--- config.mk ---
export PLATFORM = sky130hd
export DESIGN_NAME = id_issue_queue
export DESIGN_NICKNAME = d
export VERILOG_FILES = /design/src/rtl/id_issue_queue_pkg.sv /design/src/rtl/id_issue_queue_ctrl.sv /design/src/rtl/id_issue_queue.sv
export SDC_FILE = /design/constraint.sdc
export NUM_CORES = 1
export LEC_CHECK = 0
export ABC_AREA = 1
export CAP_MARGIN = 40
export CORE_MARGIN = 2
export CORE_UTILIZATION = 45
export CTS_BUF_LIST = sky130_fd_sc_hd__clkbuf_4 sky130_fd_sc_hd__clkbuf_8
export DETAILED_ROUTE_END_ITERATION = 10
export DONT_BUFFER_PORTS = 1
export GPL_TIMING_DRIVEN = 0
export HOLD_SLACK_MARGIN = 0.12
export PLACE_DENSITY = 0.61
export SLEW_MARGIN = 20
export SYNTH_ARGS = -nofsm -noshare
export SYNTH_HDL_FRONTEND = slang
export SYNTH_HIERARCHICAL = 1
export SYNTH_SLANG_ARGS = --single-unit
--- constraint.sdc ---
create_clock -name clk_i -period 5.6 [get_ports clk_i]
set_input_delay 0.28 -clock clk_i [delete_from_list [all_inputs] [get_ports clk_i]]
set_output_delay 0.28 -clock clk_i [all_outputs]
set_load 0.01 [all_outputs]
--- src/rtl/id_issue_queue_pkg.sv ---
// ---------------------------------------------------------------------------
// id_issue_queue_pkg
//   Types and helpers shared by the decode/issue elastic buffer.
//   - cva6_cfg_t / cva6_cfg_empty : reduced core configuration (only the
//     fields this block looks at).
//   - sb_entry_t                  : default decoded scoreboard entry.
//   - idq_ptr_w()                 : pointer width for a given queue depth.
// ---------------------------------------------------------------------------
package id_issue_queue_pkg;

    typedef struct packed {
        int unsigned NrIssuePorts;
        int unsigned TRANS_ID_BITS;
    } cva6_cfg_t;

    localparam cva6_cfg_t cva6_cfg_empty = '{NrIssuePorts: 1, TRANS_ID_BITS: 3};

    typedef struct packed {
        logic [31:0] pc;
        logic [2:0]  trans_id;
        logic [3:0]  fu;
        logic [7:0]  op;
        logic [4:0]  rs1;
        logic [4:0]  rs2;
        logic [4:0]  rd;
        logic [31:0] result;
        logic        valid;
        logic        use_imm;
    } sb_entry_t;

    // Read/write pointer width; clamps at 1 so a degenerate depth still
    // elaborates (depth < 2 is rejected at elaboration by the top).
    function automatic int unsigned idq_ptr_w(input int unsigned depth);
        return (depth > 1) ? $clog2(depth) : 1;
    endfunction

endpackage

--- src/rtl/id_issue_queue_ctrl.sv ---
// ---------------------------------------------------------------------------
// id_issue_queue_ctrl
//   Pointer / occupancy bookkeeping for id_issue_queue.
//   Optional feature macro: ID_ISSUE_QUEUE_BYPASS_EN (empty-queue bypass).
//   Ports:
//     clk_i, rst_ni   clock, async active-low reset
//     flush_i         clear pointers and counter on next edge
//     valid_i         decode offers an entry
//     issue_ack_i     issue consumes the presented head
//     ack_o           entry accepted from decode this cycle
//     wr_en_o         write the input into the payload memory at wr_ptr_o
//     pop_o           an entry was consumed by issue (prev must update)
//     bypass_o        the input is presented directly at the issue outputs
//     wr_ptr_o        write pointer
//     rd_ptr_o        read pointer (head)
//     usage_o         occupancy
//     full_o, empty_o occupancy flags
// ---------------------------------------------------------------------------
module id_issue_queue_ctrl
    import id_issue_queue_pkg::*;
#(
    parameter int unsigned DEPTH = 4,
    localparam int unsigned PTR_W = idq_ptr_w(DEPTH),
    localparam int unsigned CNT_W = PTR_W + 1
) (
    input  logic             clk_i,
    input  logic             rst_ni,
    input  logic             flush_i,
    input  logic             valid_i,
    input  logic             issue_ack_i,
    output logic             ack_o,
    output logic             wr_en_o,
    output logic             pop_o,
    output logic             bypass_o,
    output logic [PTR_W-1:0] wr_ptr_o,
    output logic [PTR_W-1:0] rd_ptr_o,
    output logic [CNT_W-1:0] usage_o,
    output logic             full_o,
    output logic             empty_o
);

    logic [PTR_W-1:0] wr_ptr_q, wr_ptr_d;
    logic [PTR_W-1:0] rd_ptr_q, rd_ptr_d;
    logic [CNT_W-1:0] cnt_q, cnt_d;
    logic             full, empty, push, rd_en, byp_take;

    assign full  = (cnt_q == CNT_W'(DEPTH));
    assign empty = (cnt_q == '0);

    // Decode-side accept never looks at issue_ack_i: at full a same-cycle
    // pop does not free a slot for the incoming entry.
    assign push  = valid_i & ~full & ~flush_i;
    assign rd_en = issue_ack_i & ~empty & ~flush_i;

`ifdef ID_ISSUE_QUEUE_BYPASS_EN
    assign bypass_o = empty & valid_i & ~flush_i;
`else
    assign bypass_o = 1'b0;
`endif

    // A bypassed entry acked in the same cycle never touches the memory.
    assign byp_take = bypass_o & issue_ack_i;
    assign wr_en_o  = push & ~byp_take;
    assign pop_o    = rd_en | byp_take;
    assign ack_o    = push;

    always_comb begin
        wr_ptr_d = wr_ptr_q;
        rd_ptr_d = rd_ptr_q;
        cnt_d    = cnt_q;
        if (flush_i) begin
            wr_ptr_d = '0;
            rd_ptr_d = '0;
            cnt_d    = '0;
        end else begin
            if (wr_en_o) wr_ptr_d = wr_ptr_q + PTR_W'(1);
            if (rd_en)   rd_ptr_d = rd_ptr_q + PTR_W'(1);
            case ({wr_en_o, rd_en})
                2'b10:   cnt_d = cnt_q + CNT_W'(1);
                2'b01:   cnt_d = cnt_q - CNT_W'(1);
                default: cnt_d = cnt_q;
            endcase
        end
    end

    always_ff @(posedge clk_i or negedge rst_ni) begin
        if (!rst_ni) begin
            wr_ptr_q <= '0;
            rd_ptr_q <= '0;
            cnt_q    <= '0;
        end else begin
            wr_ptr_q <= wr_ptr_d;
            rd_ptr_q <= rd_ptr_d;
            cnt_q    <= cnt_d;
        end
    end

    assign wr_ptr_o = wr_ptr_q;
    assign rd_ptr_o = rd_ptr_q;
    assign usage_o  = cnt_q;
    assign full_o   = full;
    assign empty_o  = empty;

endmodule

--- src/rtl/id_issue_queue.sv ---
// ---------------------------------------------------------------------------
// id_issue_queue
//   Elastic buffer between decode and issue. Holds decoded scoreboard
//   entries with their raw instruction bits and control-flow flag and
//   presents them in order; also exposes the last entry consumed by issue.
//   Optional feature macro: ID_ISSUE_QUEUE_BYPASS_EN -- when the queue is
//   empty the decode entry is forwarded to the issue outputs in the same
//   cycle.
//   Ports:
//     clk_i, rst_ni                 clock, async active-low reset
//     flush_i                       drop queued entries, clear prev
//     decoded_instr_i / orig_instr_i / is_ctrl_flow_i / decoded_instr_valid_i
//                                   decode-side entry and valid
//     decoded_instr_ack_o           entry accepted
//     issue_instr_o / orig_instr_o / is_ctrl_flow_o / issue_instr_valid_o
//                                   head entry and valid
//     issue_instr_prev_o            last entry consumed by issue
//     issue_ack_i                   issue consumed the head
//     usage_o, full_o               occupancy and full flag
// ---------------------------------------------------------------------------
module id_issue_queue
    import id_issue_queue_pkg::*;
#(
    parameter cva6_cfg_t   CVA6Cfg            = cva6_cfg_empty,
    parameter type         scoreboard_entry_t = sb_entry_t,
    parameter int unsigned DEPTH              = 4
) (
    input  logic                  clk_i,
    input  logic                  rst_ni,
    input  logic                  flush_i,
    input  scoreboard_entry_t     decoded_instr_i,
    input  logic [31:0]           orig_instr_i,
    input  logic                  is_ctrl_flow_i,
    input  logic                  decoded_instr_valid_i,
    output logic                  decoded_instr_ack_o,
    output scoreboard_entry_t     issue_instr_o,
    output scoreboard_entry_t     issue_instr_prev_o,
    output logic [31:0]           orig_instr_o,
    output logic                  is_ctrl_flow_o,
    output logic                  issue_instr_valid_o,
    input  logic                  issue_ack_i,
    output logic [$clog2(DEPTH):0] usage_o,
    output logic                  full_o
);

    localparam int unsigned PTR_W = idq_ptr_w(DEPTH);

    if (CVA6Cfg.NrIssuePorts != 1) begin : g_bad_ports
        $error("id_issue_queue supports a single issue port only");
    end
    if (DEPTH < 2 || (DEPTH & (DEPTH - 1)) != 0) begin : g_bad_depth
        $error("id_issue_queue DEPTH must be a power of two >= 2");
    end

    logic             wr_en, pop, bypass, empty;
    logic [PTR_W-1:0] wr_ptr, rd_ptr;

    id_issue_queue_ctrl #(
        .DEPTH (DEPTH)
    ) i_ctrl (
        .clk_i       (clk_i),
        .rst_ni      (rst_ni),
        .flush_i     (flush_i),
        .valid_i     (decoded_instr_valid_i),
        .issue_ack_i (issue_ack_i),
        .ack_o       (decoded_instr_ack_o),
        .wr_en_o     (wr_en),
        .pop_o       (pop),
        .bypass_o    (bypass),
        .wr_ptr_o    (wr_ptr),
        .rd_ptr_o    (rd_ptr),
        .usage_o     (usage_o),
        .full_o      (full_o),
        .empty_o     (empty)
    );

    // Payload memory is reset so the head outputs are X-free while empty.
    scoreboard_entry_t mem_q  [DEPTH];
    logic [31:0]       orig_q [DEPTH];
    logic [DEPTH-1:0]  cf_q;
    scoreboard_entry_t prev_q, prev_d;

    always_ff @(posedge clk_i or negedge rst_ni) begin
        if (!rst_ni) begin
            for (int i = 0; i < DEPTH; i++) begin
                mem_q[i]  <= '0;
                orig_q[i] <= '0;
            end
            cf_q <= '0;
        end else if (wr_en) begin
            mem_q[wr_ptr]  <= decoded_instr_i;
            orig_q[wr_ptr] <= orig_instr_i;
            cf_q[wr_ptr]   <= is_ctrl_flow_i;
        end
    end

    // Head mux: the bypass path only exists while the queue is empty, so
    // it never hides a stored entry.
    always_comb begin
        issue_instr_o  = mem_q[rd_ptr];
        orig_instr_o   = orig_q[rd_ptr];
        is_ctrl_flow_o = cf_q[rd_ptr];
        if (bypass) begin
            issue_instr_o  = decoded_instr_i;
            orig_instr_o   = orig_instr_i;
            is_ctrl_flow_o = is_ctrl_flow_i;
        end
    end

    assign issue_instr_valid_o = ~empty | bypass;

    // Whatever issue just consumed is exactly what the head mux presented.
    always_comb begin
        prev_d = prev_q;
        if (flush_i)  prev_d = '0;
        else if (pop) prev_d = issue_instr_o;
    end

    always_ff @(posedge clk_i or negedge rst_ni) begin
        if (!rst_ni) prev_q <= '0;
        else         prev_q <= prev_d;
    end

    assign issue_instr_prev_o = prev_q;

endmodule

==> flow_summary.html <==
<table>
<tr><th>Metric</th><th>Value</th></tr>
<tr><th colspan="2">Status</th></tr>
<tr><td>Outcome</td><td>complete, but fails checks</td></tr>
<tr><td>Failing checks</td><td>hold timing, slew limit</td></tr>
<tr><th colspan="2">Global route</th></tr>
<tr><td>Initial antenna violation count</td><td>7</td></tr>
<tr><td>Vias in the first global route</td><td>around 26000</td></tr>
<tr><td>First-pass GRT wire length</td><td>151 mm</td></tr>
<tr><td>Pin count of the biggest net entering global routing</td><td>620</td></tr>
<tr><td>GRT Total Usage</td><td>0.291</td></tr>
<tr><td>Global route overflow</td><td>0</td></tr>
<tr><th colspan="2">Floorplan</th></tr>
<tr><td>Row Count</td><td>94</td></tr>
<tr><td>Initial core utilization</td><td>0.453</td></tr>
<tr><td>CORE AREA</td><td>between 60000 and 70000 um^2</td></tr>
<tr><td>Number of primary I/O pins</td><td>~370</td></tr>
<tr><td>Die Y-Extent</td><td>about 260 um</td></tr>
<tr><td>Chip Width</td><td>about 260 um</td></tr>
<tr><td>Die footprint</td><td>around 68000 um^2</td></tr>
<tr><th colspan="2">STA</th></tr>
<tr><td>Skew final</td><td>roughly 0.027 ns</td></tr>
<tr><td>Max-slew violations</td><td>~260</td></tr>
<tr><td>TNS Setup</td><td>0 ns</td></tr>
<tr><td>Final worst path period share</td><td>0.638</td></tr>
<tr><td>Final hold viol count</td><td>roughly 620</td></tr>
<tr><td>Post-layout min period</td><td>3.58 ns</td></tr>
<tr><td>FMAX</td><td>between 200 and 300 MHz</td></tr>
<tr><td>Minimum hold slack</td><td>-0.728 ns</td></tr>
<tr><td>Worst Tran Pin Value</td><td>~1.9 ns</td></tr>
<tr><td>Final setup violating endpoints</td><td>0</td></tr>
<tr><td>Setup repair after global routing missed its margin</td><td>false</td></tr>
<tr><td>Worst slew margin relative to its limit</td><td>-0.257</td></tr>
<tr><th colspan="2">Route</th></tr>
<tr><td>DR vias/cell</td><td>approximately 5.2</td></tr>
<tr><td>Post-route ant nets</td><td>0</td></tr>
<tr><td>Drt drc</td><td>0</td></tr>
<tr><td>Overall routed net length</td><td>around 100 mm</td></tr>
<tr><td>Wire length per cell</td><td>between 15 and 20 um</td></tr>
<tr><td>Met3 WL</td><td>about 6.7 mm</td></tr>
<tr><td>Total via count in the routed design</td><td>26600</td></tr>
<tr><td>Initial drt markers</td><td>2103</td></tr>
<tr><td>Total routed wire length on the met1 layer</td><td>between 40 and 50 mm</td></tr>
<tr><td>TritonRoute pass-1 iters</td><td>5</td></tr>
<tr><td>Top routing layer in use</td><td>met5</td></tr>
<tr><td>WL met2</td><td>around 46 mm</td></tr>
<tr><th colspan="2">Layout</th></tr>
<tr><td>Layout Cell Area excl Fill</td><td>34500 um^2</td></tr>
<tr><td>Layout Nets</td><td>around 4300</td></tr>
<tr><td>Syn-to-layout area delta</td><td>16.1%</td></tr>
<tr><td>Fraction of layout cells with a size suffix above 1</td><td>0.0776</td></tr>
<tr><td>Filler instances</td><td>6608</td></tr>
<tr><th colspan="2">Place</th></tr>
<tr><td>GP Congestion</td><td>~0.83</td></tr>
<tr><td>Number of buffer cells added on primary ports</td><td>0</td></tr>
<tr><td>Area post-placement</td><td>slightly above 30000 um^2</td></tr>
<tr><td>Post-DP HPWL</td><td>around 65 mm</td></tr>
<tr><th colspan="2">Clock tree</th></tr>
<tr><td>Inserted Clock Buffers</td><td>~110</td></tr>
<tr><td>Post-CTS Hold Fix Bufs</td><td>about 140</td></tr>
<tr><td>Clock tree from TritonCTS</td><td>yes</td></tr>
<tr><td>Clock latency reported for the late side of the worst-skew pair</td><td>0.73 ns</td></tr>
<tr><td>Count of H-tree levels built during CTS</td><td>3</td></tr>
<tr><td>CTS root buf</td><td>sky130_fd_sc_hd__clkbuf_8</td></tr>
<tr><td>Post-CTS setup buffer count</td><td>0</td></tr>
<tr><td>Clock sinks</td><td>just over 600</td></tr>
<tr><td>CTS clk-pin slew, worst paths</td><td>0.06 ns</td></tr>
<tr><td>Number of cells upsized or downsized after cts</td><td>0</td></tr>
<tr><td>Buffers from clock root to sink, at most</td><td>3</td></tr>
<tr><th colspan="2">Critical path</th></tr>
<tr><td>Crit Path Category</td><td>register to register</td></tr>
<tr><td>WP data arrival</td><td>about 4.2 ns</td></tr>
<tr><td>Startpoint type of the worst setup path</td><td>register</td></tr>
<tr><td>Worst EP required</td><td>between 6 and 7 ns</td></tr>
<tr><td>Maximum fanout along the worst path</td><td>6</td></tr>
<tr><td>Biggest cell delay along the critical path</td><td>between 0.5 and 0.6 ns</td></tr>
<tr><td>Reg-to-reg slack, setup</td><td>around 2.0 ns</td></tr>
<tr><td>Crit end category</td><td>register</td></tr>
<tr><td>CP Cell Sequence</td><td>nor2_4 -&gt; nand2_2 -&gt; nand2_4 -&gt; nand3_4 -&gt; inv_1 -&gt; fa_1 -&gt; xor2_1 -&gt; nand3b_1 -&gt; dlygate4sd3_1 -&gt; nand2_1 -&gt; dlygate4sd3_1 -&gt; nand2_1 -&gt; nand2_1 -&gt; dlygate4sd3_1</td></tr>
<tr><td>Slowest stage cell on the critical path</td><td>sky130_fd_sc_hd__dlygate4sd3_1</td></tr>
<tr><th colspan="2">Pwr</th></tr>
<tr><td>Power per cell area</td><td>slightly above 400 nW/um^2</td></tr>
<tr><td>Leakage</td><td>around 18 nW</td></tr>
<tr><td>Maximum vdd drop</td><td>roughly 0.22 mV</td></tr>
<tr><th colspan="2">Job</th></tr>
<tr><td>Maxcap violations</td><td>0</td></tr>
<tr><th colspan="2">Logic synthesis</th></tr>
<tr><td>Cell taking the most area after synthesis</td><td>sky130_fd_sc_hd__dfrtp_1</td></tr>
<tr><td>Total number of yosys warnings</td><td>6</td></tr>
<tr><td>Post-Syn Nets</td><td>roughly 4000</td></tr>
<tr><td>Instance count of the mapped netlist</td><td>a little under 4000</td></tr>
<tr><td>Share of the yosys chip area belonging to registers</td><td>0.521</td></tr>
<tr><td>Count of cell types in the netlist</td><td>28</td></tr>
<tr><td>Avg Synthesized Cell Area</td><td>7.58 um^2</td></tr>
<tr><td>Number of synthesized register bits</td><td>619</td></tr>
<tr><td>Top-area cell type share of the netlist area</td><td>0.521</td></tr>
<tr><td>Largest cells by area after synthesis</td><td>sky130_fd_sc_hd__dfrtp_1 (52%), sky130_fd_sc_hd__nand2_1 (16%), sky130_fd_sc_hd__o21ai_0 (10%)</td></tr>
<tr><td>Post-synthesis instance area</td><td>just under 30000 um^2</td></tr>
<tr><th colspan="2">Hold path</th></tr>
<tr><td>Class of the worst hold path</td><td>input port to asynchronous set/reset pin</td></tr>
</table>
[path summary, 6_finish.rpt]
kind                                     endpoint         startpoint  depth (start not counted)
max reg2reg                     i_ctrl/usage_o[2]  i_ctrl/usage_o[0]                         14
min in group clk_i                    orig_q[117]   orig_instr_i[21]                          3
max in group asynchronous              orig_q[54]             rst_ni                          0
min                        issue_instr_prev_o[28]             rst_ni                          0
min reg2reg                            orig_q[87]         orig_q[87]                          2
max                             i_ctrl/usage_o[2]  i_ctrl/usage_o[0]                         14
[power breakdown]
group          total [W]  switching (W)  internal (W)  leakage, nW
registers        0.00630       0.000679       0.00562         7.94
clock network    0.00439        0.00191       0.00248         1.22
logic            0.00331        0.00210       0.00121         8.53
[routing by layer]
| metal | vias up | global-route usage |
|---|---|---|
| li1 | 12700 | - |
| met5 | - | 0 |
| met1 | 12900 | 0.394 |
| met3 | 179 | 0.0519 |
| met4 | 6 | 0.0986 |
| met2 | 880 | 0.473 |
[placed cells by master (no fill, tap or decap), drive strengths merged, types with 2 or more instances in the layout]
cell type,Yosys,routed
nand2,1271,1271
dfrtp,619,619
o21ai,618,618
inv,528,528
nand3,392,392
clkbuf,102,272
buf,145,148
nor2,139,139
dlygate4sd3,0,138
and2,96,96
clkinv,0,14
a21oi,6,6
clkinvlp,0,5
diode,0,3
bufinv,0,2
[critical path: cells and delay by family, from the launching register on]
family	cells	cell delay, ns
buffers and inverters	4	1.71
AND/OR/NAND/NOR	8	0.68
flip-flops	1	0.52
adder cells (fa/ha/maj)	1	0.37
XOR/XNOR	1	0.18
[final cells by class]
| class | count | area, um^2 | share of cell area |
|---|---|---|---|
| diodes | 3 | 7.51 | 0.000217 |
| plain buffers | 247 | 1180 | 0.0341 |
| clock buffers | 170 | 2120 | 0.0614 |
| clock inverters | 21 | 168 | 0.00486 |
| inverters | 528 | 1980 | 0.0575 |
| multi-input cells | 2526 | 11100 | 0.321 |
| flip-flops and latches | 619 | 15500 | 0.449 |
| well taps | 864 | 1080 | 0.0313 |
| repair buffers | 141 | 1410 | 0.0409 |
[synthesized netlist by cell type]
cell type	instances
sky130_fd_sc_hd__nand2_1	1268
sky130_fd_sc_hd__dfrtp_1	619
sky130_fd_sc_hd__o21ai_0	603
sky130_fd_sc_hd__inv_1	524
sky130_fd_sc_hd__nand3_1	391
sky130_fd_sc_hd__nor2_1	136
sky130_fd_sc_hd__buf_2	103
sky130_fd_sc_hd__clkbuf_1	102
sky130_fd_sc_hd__and2_1	96
sky130_fd_sc_hd__buf_1	24
sky130_fd_sc_hd__o21ai_1	15
sky130_fd_sc_hd__buf_6	12
sky130_fd_sc_hd__buf_4	5
sky130_fd_sc_hd__a21oi_1	3
sky130_fd_sc_hd__inv_2	3
sky130_fd_sc_hd__a21oi_4	2
sky130_fd_sc_hd__nand2_2	2
sky130_fd_sc_hd__nor2_2	2
sky130_fd_sc_hd__a21oi_2	1
sky130_fd_sc_hd__buf_8	1
sky130_fd_sc_hd__conb_1	1
sky130_fd_sc_hd__fa_1	1
sky130_fd_sc_hd__inv_4	1
sky130_fd_sc_hd__nand2_4	1
sky130_fd_sc_hd__nand3_4	1
sky130_fd_sc_hd__nand3b_1	1
sky130_fd_sc_hd__nor2_4	1
sky130_fd_sc_hd__xor2_1	1
[flip-flops by register name, summed over array words and instances (netlist names)]
register,cells
i_ctrl/wr_ptr_o,2
issue_instr_prev_o,96
i_ctrl/usage_o,3
mem_q,384
cf_q,4
i_ctrl/rd_ptr_o,2
orig_q,128
[cell families after synthesis]
family | synth area share
AND/OR/NAND/NOR | 0.266
buffers and inverters | 0.106
AO/OA/AOI/OAI | 0.106
flip-flops | 0.521
XOR/XNOR | 0.000295
adder cells (fa/ha/maj) | 0.000673
other | 0.000126
[stage by stage]
stage,instances,util,power [W],hold slack [ns],setup slack (ns)
floorplan,3920,-,0.00863,-0.0156,3.70
global placement,4784,0.470,0.00944,0.00864,2.37
detailed placement,4786,0.470,0.00954,0.00646,2.63
CTS,5115,0.526,0.0140,-0.773,2.05
global route,5119,0.526,0.0149,-0.740,1.84
finish,5119,0.526,0.0140,-0.728,2.02
Power figures use the tool's default switching activity.
